--- src/rtl/instruction_encoder.sv ---
// Packs decoded instruction fields into 32-bit words and streams them
// into instruction memory at consecutive addresses from BASE.
module instruction_encoder #(
    parameter int AW    = 10,
    parameter int DEPTH = 16,
    parameter int BASE  = 0
) (
    input  logic          clk,
    input  logic          rst_n,
    input  logic          start,
    input  logic          stop,
    input  logic          in_valid,
    output logic          in_ready,
    input  logic [6:0]    opcode,
    input  logic [2:0]    funct3,
    input  logic [6:0]    funct7,
    input  logic [6:0]    i7,
    input  logic [4:0]    i5,
    input  logic [4:0]    s1,
    input  logic [4:0]    s2,
    input  logic [4:0]    de,
    input  logic [11:0]   i12,
    input  logic [19:0]   address,
    output logic          mem_we,
    output logic [AW-1:0] mem_addr,
    output logic [31:0]   mem_wdata,
    input  logic          mem_ready,
    output logic [AW:0]   count,
    output logic          full,
    output logic          done
);

    typedef enum logic [1:0] {
        S_IDLE,
        S_RUN,
        S_DRAIN,
        S_FULL
    } state_t;

    localparam logic [AW:0]   LP_DEPTH = (AW+1)'(DEPTH);
    localparam logic [AW-1:0] LP_BASE  = AW'(BASE);

    state_t        r_state;
    state_t        w_next;
    logic          r_hold_valid;
    logic [31:0]   r_hold_word;
    logic [AW:0]   r_count;
    logic          r_done;

    logic          w_is_r;
    logic          w_is_sh;
    logic          w_is_i;
    logic          w_is_sb;
    logic [31:0]   w_word;
    logic          w_accept;
    logic          w_complete;
    logic          w_open;
    logic          w_done;
    logic          w_in_ready;
    logic [AW:0]   w_count_p1;

    // Format classes are mutually exclusive, matching decoder precedence
    always_comb begin
        w_is_r  = (opcode == 7'b0110011);
        w_is_sh = (opcode == 7'b0010011) &&
                  ((funct3 == 3'b001) || (funct3 == 3'b101));
        w_is_i  = ((opcode == 7'b0010011) && !w_is_sh) ||
                  (opcode == 7'b1100111) ||
                  (opcode == 7'b0000011) ||
                  (opcode == 7'b1111110);
        w_is_sb = (opcode == 7'b1100011) ||
                  (opcode == 7'b0100011) ||
                  (opcode == 7'b1111111);
    end

    always_comb begin
        w_word = {address, de, opcode};
        unique case (1'b1)
            w_is_r:  w_word = {funct7, s2, s1, funct3, de, opcode};
            w_is_sh: w_word = {i7, i5, s1, funct3, de, opcode};
            w_is_i:  w_word = {i12, s1, funct3, de, opcode};
            w_is_sb: w_word = {i7, s2, s1, funct3, i5, opcode};
            default: w_word = {address, de, opcode};
        endcase
    end

    assign w_count_p1 = r_count + (AW+1)'(1);
    assign w_complete = r_hold_valid & mem_ready;
    assign w_accept   = in_valid & w_in_ready;

    always_ff @(posedge clk) begin
        if (!rst_n) begin
            r_state <= S_IDLE;
        end else begin
            r_state <= w_next;
        end
    end

    always_comb begin
        w_next = r_state;
        w_open = 1'b0;
        w_done = 1'b0;
        unique case (r_state)
            S_IDLE: begin
                if (start) begin
                    w_next = S_RUN;
                    w_open = 1'b1;
                end
            end
            S_RUN: begin
                if (w_complete && (w_count_p1 == LP_DEPTH)) begin
                    w_next = S_FULL;
                    w_done = 1'b1;
                end else if (stop) begin
                    w_next = S_DRAIN;
                end
            end
            S_DRAIN: begin
                // Leave once nothing is pending after this cycle's write
                if (!r_hold_valid || mem_ready) begin
                    w_next = S_IDLE;
                    w_done = 1'b1;
                end
            end
            S_FULL: begin
                if (start) begin
                    w_next = S_RUN;
                    w_open = 1'b1;
                end
            end
            default: w_next = S_IDLE;
        endcase
    end

    always_comb begin
        w_in_ready = 1'b0;
        if (r_state == S_RUN) begin
            if (r_hold_valid) begin
                w_in_ready = mem_ready && (w_count_p1 < LP_DEPTH);
            end else begin
                w_in_ready = (r_count < LP_DEPTH);
            end
        end
    end

    always_ff @(posedge clk) begin
        if (!rst_n) begin
            r_hold_valid <= 1'b0;
            r_hold_word  <= '0;
            r_count      <= '0;
            r_done       <= 1'b0;
        end else begin
            r_done <= w_done;
            if (w_accept) begin
                r_hold_valid <= 1'b1;
                r_hold_word  <= w_word;
            end else if (w_complete) begin
                r_hold_valid <= 1'b0;
            end
            if (w_open) begin
                r_count <= '0;
            end else if (w_complete) begin
                r_count <= w_count_p1;
            end
        end
    end

    assign in_ready  = w_in_ready;
    assign mem_we    = r_hold_valid;
    assign mem_wdata = r_hold_word;
    assign mem_addr  = LP_BASE + r_count[AW-1:0];
    assign count     = r_count;
    assign full      = (r_count == LP_DEPTH);
    assign done      = r_done;

endmodule

--- config.mk ---
export PLATFORM = sky130hd
export DESIGN_NAME = instruction_encoder
export DESIGN_NICKNAME = d
export VERILOG_FILES = /design/src/rtl/instruction_encoder.sv
export SDC_FILE = /design/constraint.sdc
export NUM_CORES = 1
export LEC_CHECK = 0
export CAP_MARGIN = 0
export CORE_ASPECT_RATIO = 0.5
export CORE_UTILIZATION = 41
export CTS_BUF_LIST = sky130_fd_sc_hd__clkbuf_8
export CTS_CLUSTER_SIZE = 20
export DETAILED_ROUTE_END_ITERATION = 12
export GPL_ROUTABILITY_DRIVEN = 0
export HOLD_SLACK_MARGIN = 0.05
export PLACE_DENSITY = 0.88
export SETUP_SLACK_MARGIN = 0.5
export SLEW_MARGIN = 20
export SYNTH_ARGS = -nofsm -noshare
export SYNTH_HDL_FRONTEND = slang
export SYNTH_SLANG_ARGS = --single-unit
--- constraint.sdc ---
create_clock -name clk -period 2.35 [get_ports clk]
set_input_delay 0.235 -clock clk [delete_from_list [all_inputs] [get_ports clk]]
set_output_delay 0.235 -clock clk [all_outputs]
set_load 0.005 [all_outputs]
# Word-level counts from Yosys, hierarchy flattened

Cells that the tools add are included.

Flip-flop bits (word level): 47
Input port bits: 82
Output and inout bits: 57
Word-level logic and storage cells: 62

Add/sub/neg operators: 1
Magnitude comparators: 2
Equality and inequality tests: 18
Muxes and demuxes: 15
Bitwise gates (word level): 3
Reductions and logical operators: 18

Operator list:

| cell                                                                   | count |
|---|---|
| 32-bit case mux with 4 select lines                                    | 1 |
| 7-bit == test (second input constant)                                  | 4 |
| 11-bit by 5-bit == test with 1-bit output (second input constant)      | 2 |
| 11-bit by 5-bit < comparator with 1-bit output (second input constant) | 2 |
| 7-bit by 6-bit == test with 1-bit output (second input constant)       | 2 |
| 11-bit by 1-bit adder with 11-bit output (second input constant)       | 1 |
| 1-bit 2-to-1 mux                                                       | 8 |
| 2-bit 2-to-1 mux                                                       | 4 |
| 7-bit by 2-bit == test with 1-bit output (second input constant)       | 1 |
| 7-bit by 5-bit == test with 1-bit output (second input constant)       | 1 |
| 1-bit logical OR                                                       | 7 |
| 2-bit case mux with 3 select lines                                     | 1 |
| 2-bit == test (second input constant)                                  | 2 |
| 1-bit logical AND                                                      | 4 |
| 2-bit OR reduction                                                     | 2 |
| 3-bit by 1-bit == test with 1-bit output (second input constant)       | 1 |
| 3-bit == test (second input constant)                                  | 1 |
| 3-bit != test (second input constant)                                  | 1 |
| 3-bit AND reduction                                                    | 1 |
| 1-bit bitwise AND                                                      | 2 |
| 2-bit by 1-bit == test with 1-bit output (second input constant)       | 1 |
| 1-bit zero test                                                        | 2 |
| 2-bit zero test                                                        | 1 |
| 2-bit by 1-bit != test with 1-bit output (second input constant)       | 1 |
| 4 further kinds                                                        | 4 |

# Depth between registers and ports, before layout

Word-level depth: 9
Mapped depth: 9
Depth with buffers taken out: 8

# Worst setup path before layout

No wires, ideal clock.

Path kind: reg2reg
Start: reg r_count[0] (netlist: count[0])
End: reg r_hold_word[16] (netlist: mem_wdata[16])
Setup time: 116 ps
Arrival: 2,027 ps
Data required time: 2,234 ps
Slack: 207 ps
Cell stages (with the launch flop): 10
Path buffers: 2
Period minus slack after synthesis: 2,143 ps
Cells stage by stage: dfxtp_1 ha_1 nand3_1 xnor2_1 or3_1 o31ai_4 buf_12 buf_6 nand2_1 o211a_1

Word-level cells in the longest chain between the ends: 6
Elaborated cells on any way between the ends: 7
Those cells by class: 1 x add/sub; 2 x order compare; 2 x mux; 1 x bitwise; 1 x reduce/logical

Ends and longest elaborated chain:

| what                                           | RTL line | source |
|---|---|---|
| start: declaration                             | 47       | `logic [AW:0] r_count;` |
| start signal: assignment                       | 163      | `r_count <= w_count_p1;` |
| 11-bit by 1-bit adder with 11-bit output       | 87       | `assign w_count_p1 = r_count + (AW+1)'(1);` |
| 11-bit by 5-bit < comparator with 1-bit output | 139      | `w_in_ready = mem_ready && (w_count_p1 < LP_DEPTH);` |
| 1-bit logical AND                              | 139      |  |
| 1-bit 2-to-1 mux *                             | 138      | `if (r_hold_valid) begin` |
| 1-bit 2-to-1 mux *                             | 137      | `if (r_state == S_RUN) begin` |
| 1-bit bitwise AND *                            | 89       | `assign w_accept = in_valid & w_in_ready;` |
| end signal: assignment                         | 156      | `r_hold_word <= w_word;` |
| end: declaration                               | 46       | `logic [31:0] r_hold_word;` |

Mark *: on every way between the ends. The rest lies on a longest branch, timed or not.
A chain may end at the register's enable or synchronous reset.

# Worst setup path after layout

Start: reg r_count[1] (netlist: count[1])
End: out in_ready

Word-level cells in the longest chain between the ends: 5
Elaborated cells on any way between the ends: 6
Those cells by class: 1 x add/sub; 2 x order compare; 2 x mux; 1 x reduce/logical

Ends and longest elaborated chain:

| what                                           | RTL line | source |
|---|---|---|
| 11-bit by 1-bit adder with 11-bit output       | 87       |  |
| 11-bit by 5-bit < comparator with 1-bit output | 139      |  |
| 1-bit logical AND                              | 139      |  |
| 1-bit 2-to-1 mux *                             | 138      |  |
| 1-bit 2-to-1 mux *                             | 137      |  |
| end: declaration                               | 13       | `output logic in_ready,` |

Marked as above.

==> out/metrics.cfg <==
[run_status]
outcome=completed

[floorplanning]
die_x_um=116
start_util_pct=43.2
chipHeight_um=59.0
core-area_sq_um=6180
ioPinCount=139
rows=20
die_area_sq_um=6850

[cells_and_area]
fin_nets=567
drive_above_1_share_pct=22.0
final_common_cell=clkdlybuf4s50_1
utilization_pct=79.1
stdcell_area_sq_um=4890
layout_common_cells=clkdlybuf4s50_1, nand2_1, dfxtp_1
syn_to_final_growth_pct=83.3
n_antenna_cell=0
instances_no_fill=570

[clock_network]
cts_tree=yes
cts_buffers=5
root_buffer=clkbuf_8
clkTransAtPathRegs_ns=0.09
clock_latency_ns=0.31
cts.sinks=47
htreeDepth=2
clock_path_buffers=2

[route]
drc=0
drt-pass1-iter-count=5
viasPerCell=5.52
antenna_left=0
vias=3146
wl_mm=10.3
wl_per_cell_um=18.2
drtIter0Drc=171

[timing]
tightest_slew_ns=0.588
slew_viol_final=0
hold_viol=0
fin_ws_ns=0.0168
rsz0062_at_grt=yes
fin_crit_ns=2.33
post-route-period-util_pct=99.3
fin_tns_setup_ns=0
slew_headroom_pct=60.6
report.final.setup_viol=0
holdWs_ns=0.487
skew_ns=0.00995
fmax_mhz=429

[critical_path]
crit_required_ns=2.12
arrival_ns=2.10
critPathMaxFanout=6
start_kind=register
rrSetupSlack_ns=0.02
worstReg2RegStart=count[5]$_SDFFE_PP0P_
r2r_end=mem_wdata[17]$_SDFFE_PN0P_
crit_path_end=in_ready
crit_path_end_kind=output pin
crit_path_start=count[1]$_SDFFE_PP0P_
reg2reg_depth=10
crit_type=register to output pin

[run]
drv_cap=0

[synthesis]
synth_edf_count=0
synthDistinctLibCells=45
syn-num-nets=395
synth_area_per_cell_sq_um=8.63
synth_flop_cell=dfxtp_1
synth_seq_area_share_pct=35.3
syn_area_sq_um=2670
ys_warn_count=0
postSynthCellCount=309
async_reset_ff_share_pct=0
synth-seq-cells=47

[pwr]
power.total_mw=2.40
p_per_area_nw_per_um2=491
peakVddDrop_mv=0.248
p_leak_nw=2.10

[global_routing]
antenna_found_initial=0
grt_max_degree=19
grt_pass1_wl_mm=14.8
grt_usage_pct=28.5
gr-total-overflow=0
first_global_vias=3066

[place]
place_area_sq_um=4300
dp_cells=541
port-buffer-count=138
pre_cts_slack_ns=-0.0555
hpwl_mm=6.17

[min_path]
hp-class=register to register

==> area by class of cell <==
class / instances / area, sq um
Fill cell: 367 / 1290
Inverter: 11 / 41.3
Multi-Input combinational cell: 220 / 1650
Sequential cell: 47 / 955
Clock buffer: 7 / 96.3
Tap cell: 88 / 110
Timing Repair Buffer: 196 / 2030
Clock inverter: 1 / 3.75
==> logic make-up (layout without fill, tap and decap cells) <==
| group | count (synthesis) | in the layout | share of synthesized area [%] |
|---|---|---|---|
| flops | 47 | 47 | 35.3 |
| mux | 19 | 19 | 7.13 |
| buf+inv | 42 | 215 | 9.29 |
| simple gates | 119 | 119 | 22.2 |
| compound gates | 67 | 67 | 20.6 |
| fa+ha+maj | 4 | 4 | 1.88 |
| xor+xnor | 11 | 11 | 3.61 |
==> Yosys cell counts (2+ instances only) <==
library cell | count | area, sq um
dfxtp_1 | 47 | 941
nand2_1 | 44 | 165
nor2_1 | 20 | 75.1
o211a_1 | 20 | 200
mux2i_1 | 19 | 190
clkbuf_1 | 13 | 48.8
nor2b_1 | 12 | 75.1
o21ai_0 | 12 | 60.1
buf_4 | 11 | 82.6
inv_1 | 11 | 41.3
nand3_1 | 10 | 50.1
a31oi_1 | 9 | 56.3
a222oi_1 | 7 | 70.1
and3_1 | 7 | 43.8
xnor2_1 | 6 | 52.6
a21oi_1 | 5 | 25.0
a221oi_1 | 5 | 43.8
xor2_1 | 5 | 43.8
buf_6 | 4 | 45.0
ha_1 | 4 | 50.1
or3_1 | 4 | 25.0
nand2b_1 | 3 | 18.8
nand4_1 | 3 | 18.8
a22o_1 | 2 | 17.5
and2_1 | 2 | 12.5
and4_1 | 2 | 17.5
buf_2 | 2 | 10.0
nor3_1 | 2 | 10.0
nor3b_1 | 2 | 15.0
==> registers in the layout, indices dropped and copies added, names as in the netlist <==
name	count
r_state	2
mem_we	1
mem_wdata	32
done	1
count	11
==> how the worst min path moves through the flow <==
stage / end / startpoint / cells past startpoint / slack, ns
2_1_floorplan: mem_wdata[20]$_SDFFE_PN0P_ / i12[0] / 2 / 0.39
3_3_place_gp: mem_wdata[26]$_SDFFE_PN0P_ / mem_wdata[26]$_SDFFE_PN0P_ / 1 / 0.46
3_5_place_dp: mem_wdata[27]$_SDFFE_PN0P_ / mem_wdata[27]$_SDFFE_PN0P_ / 1 / 0.47
4_1_cts: mem_wdata[27]$_SDFFE_PN0P_ / mem_wdata[27]$_SDFFE_PN0P_ / 1 / 0.49
5_1_grt: mem_wdata[23]$_SDFFE_PN0P_ / i12[3] / 3 / 0.50
6_report: mem_wdata[28]$_SDFFE_PN0P_ / mem_wdata[28]$_SDFFE_PN0P_ / 1 / 0.49
==> power by group <==
part	switching (mW)	total (mW)	internal, mW
Combinational	0.337	0.915	0.578
Clock	0.290	0.555	0.265
Sequential	0.0506	0.929	0.879
Total	0.677	2.40	1.72
==> worst max-delay path, cell delays in order (launching register included) <==
cell	delay, ns
dfxtp_4	0.39
ha_4	0.13
and3_4	0.19
and3_4	0.19
a31oi_2	0.09
or4_4	0.54
a21oi_2	0.14
buf_2	0.13
==> per-layer routing <==
layer / global-route usage, % / wire length (um) / part of all wire, %
met1: 31.1 / 4170 / 40
met2: 53.4 / 5150 / 50
met3: 6.65 / 646 / 6.2
met4: 13.0 / 390 / 3.8
met5: 0 / 0 / 0
==> what timing repair did <==
item / in CTS / in global routing
hold endpoints to repair: 0 / 0
setup endpoints to repair: 35 / 37
gates resized for setup: 31 / 22
gates cloned: 6 / 0
pin swaps: 10 / 6
hold buffers: 0 / 0
setup buffers: 12 / 3
Note: power is estimated with default switching activity, not from simulation.
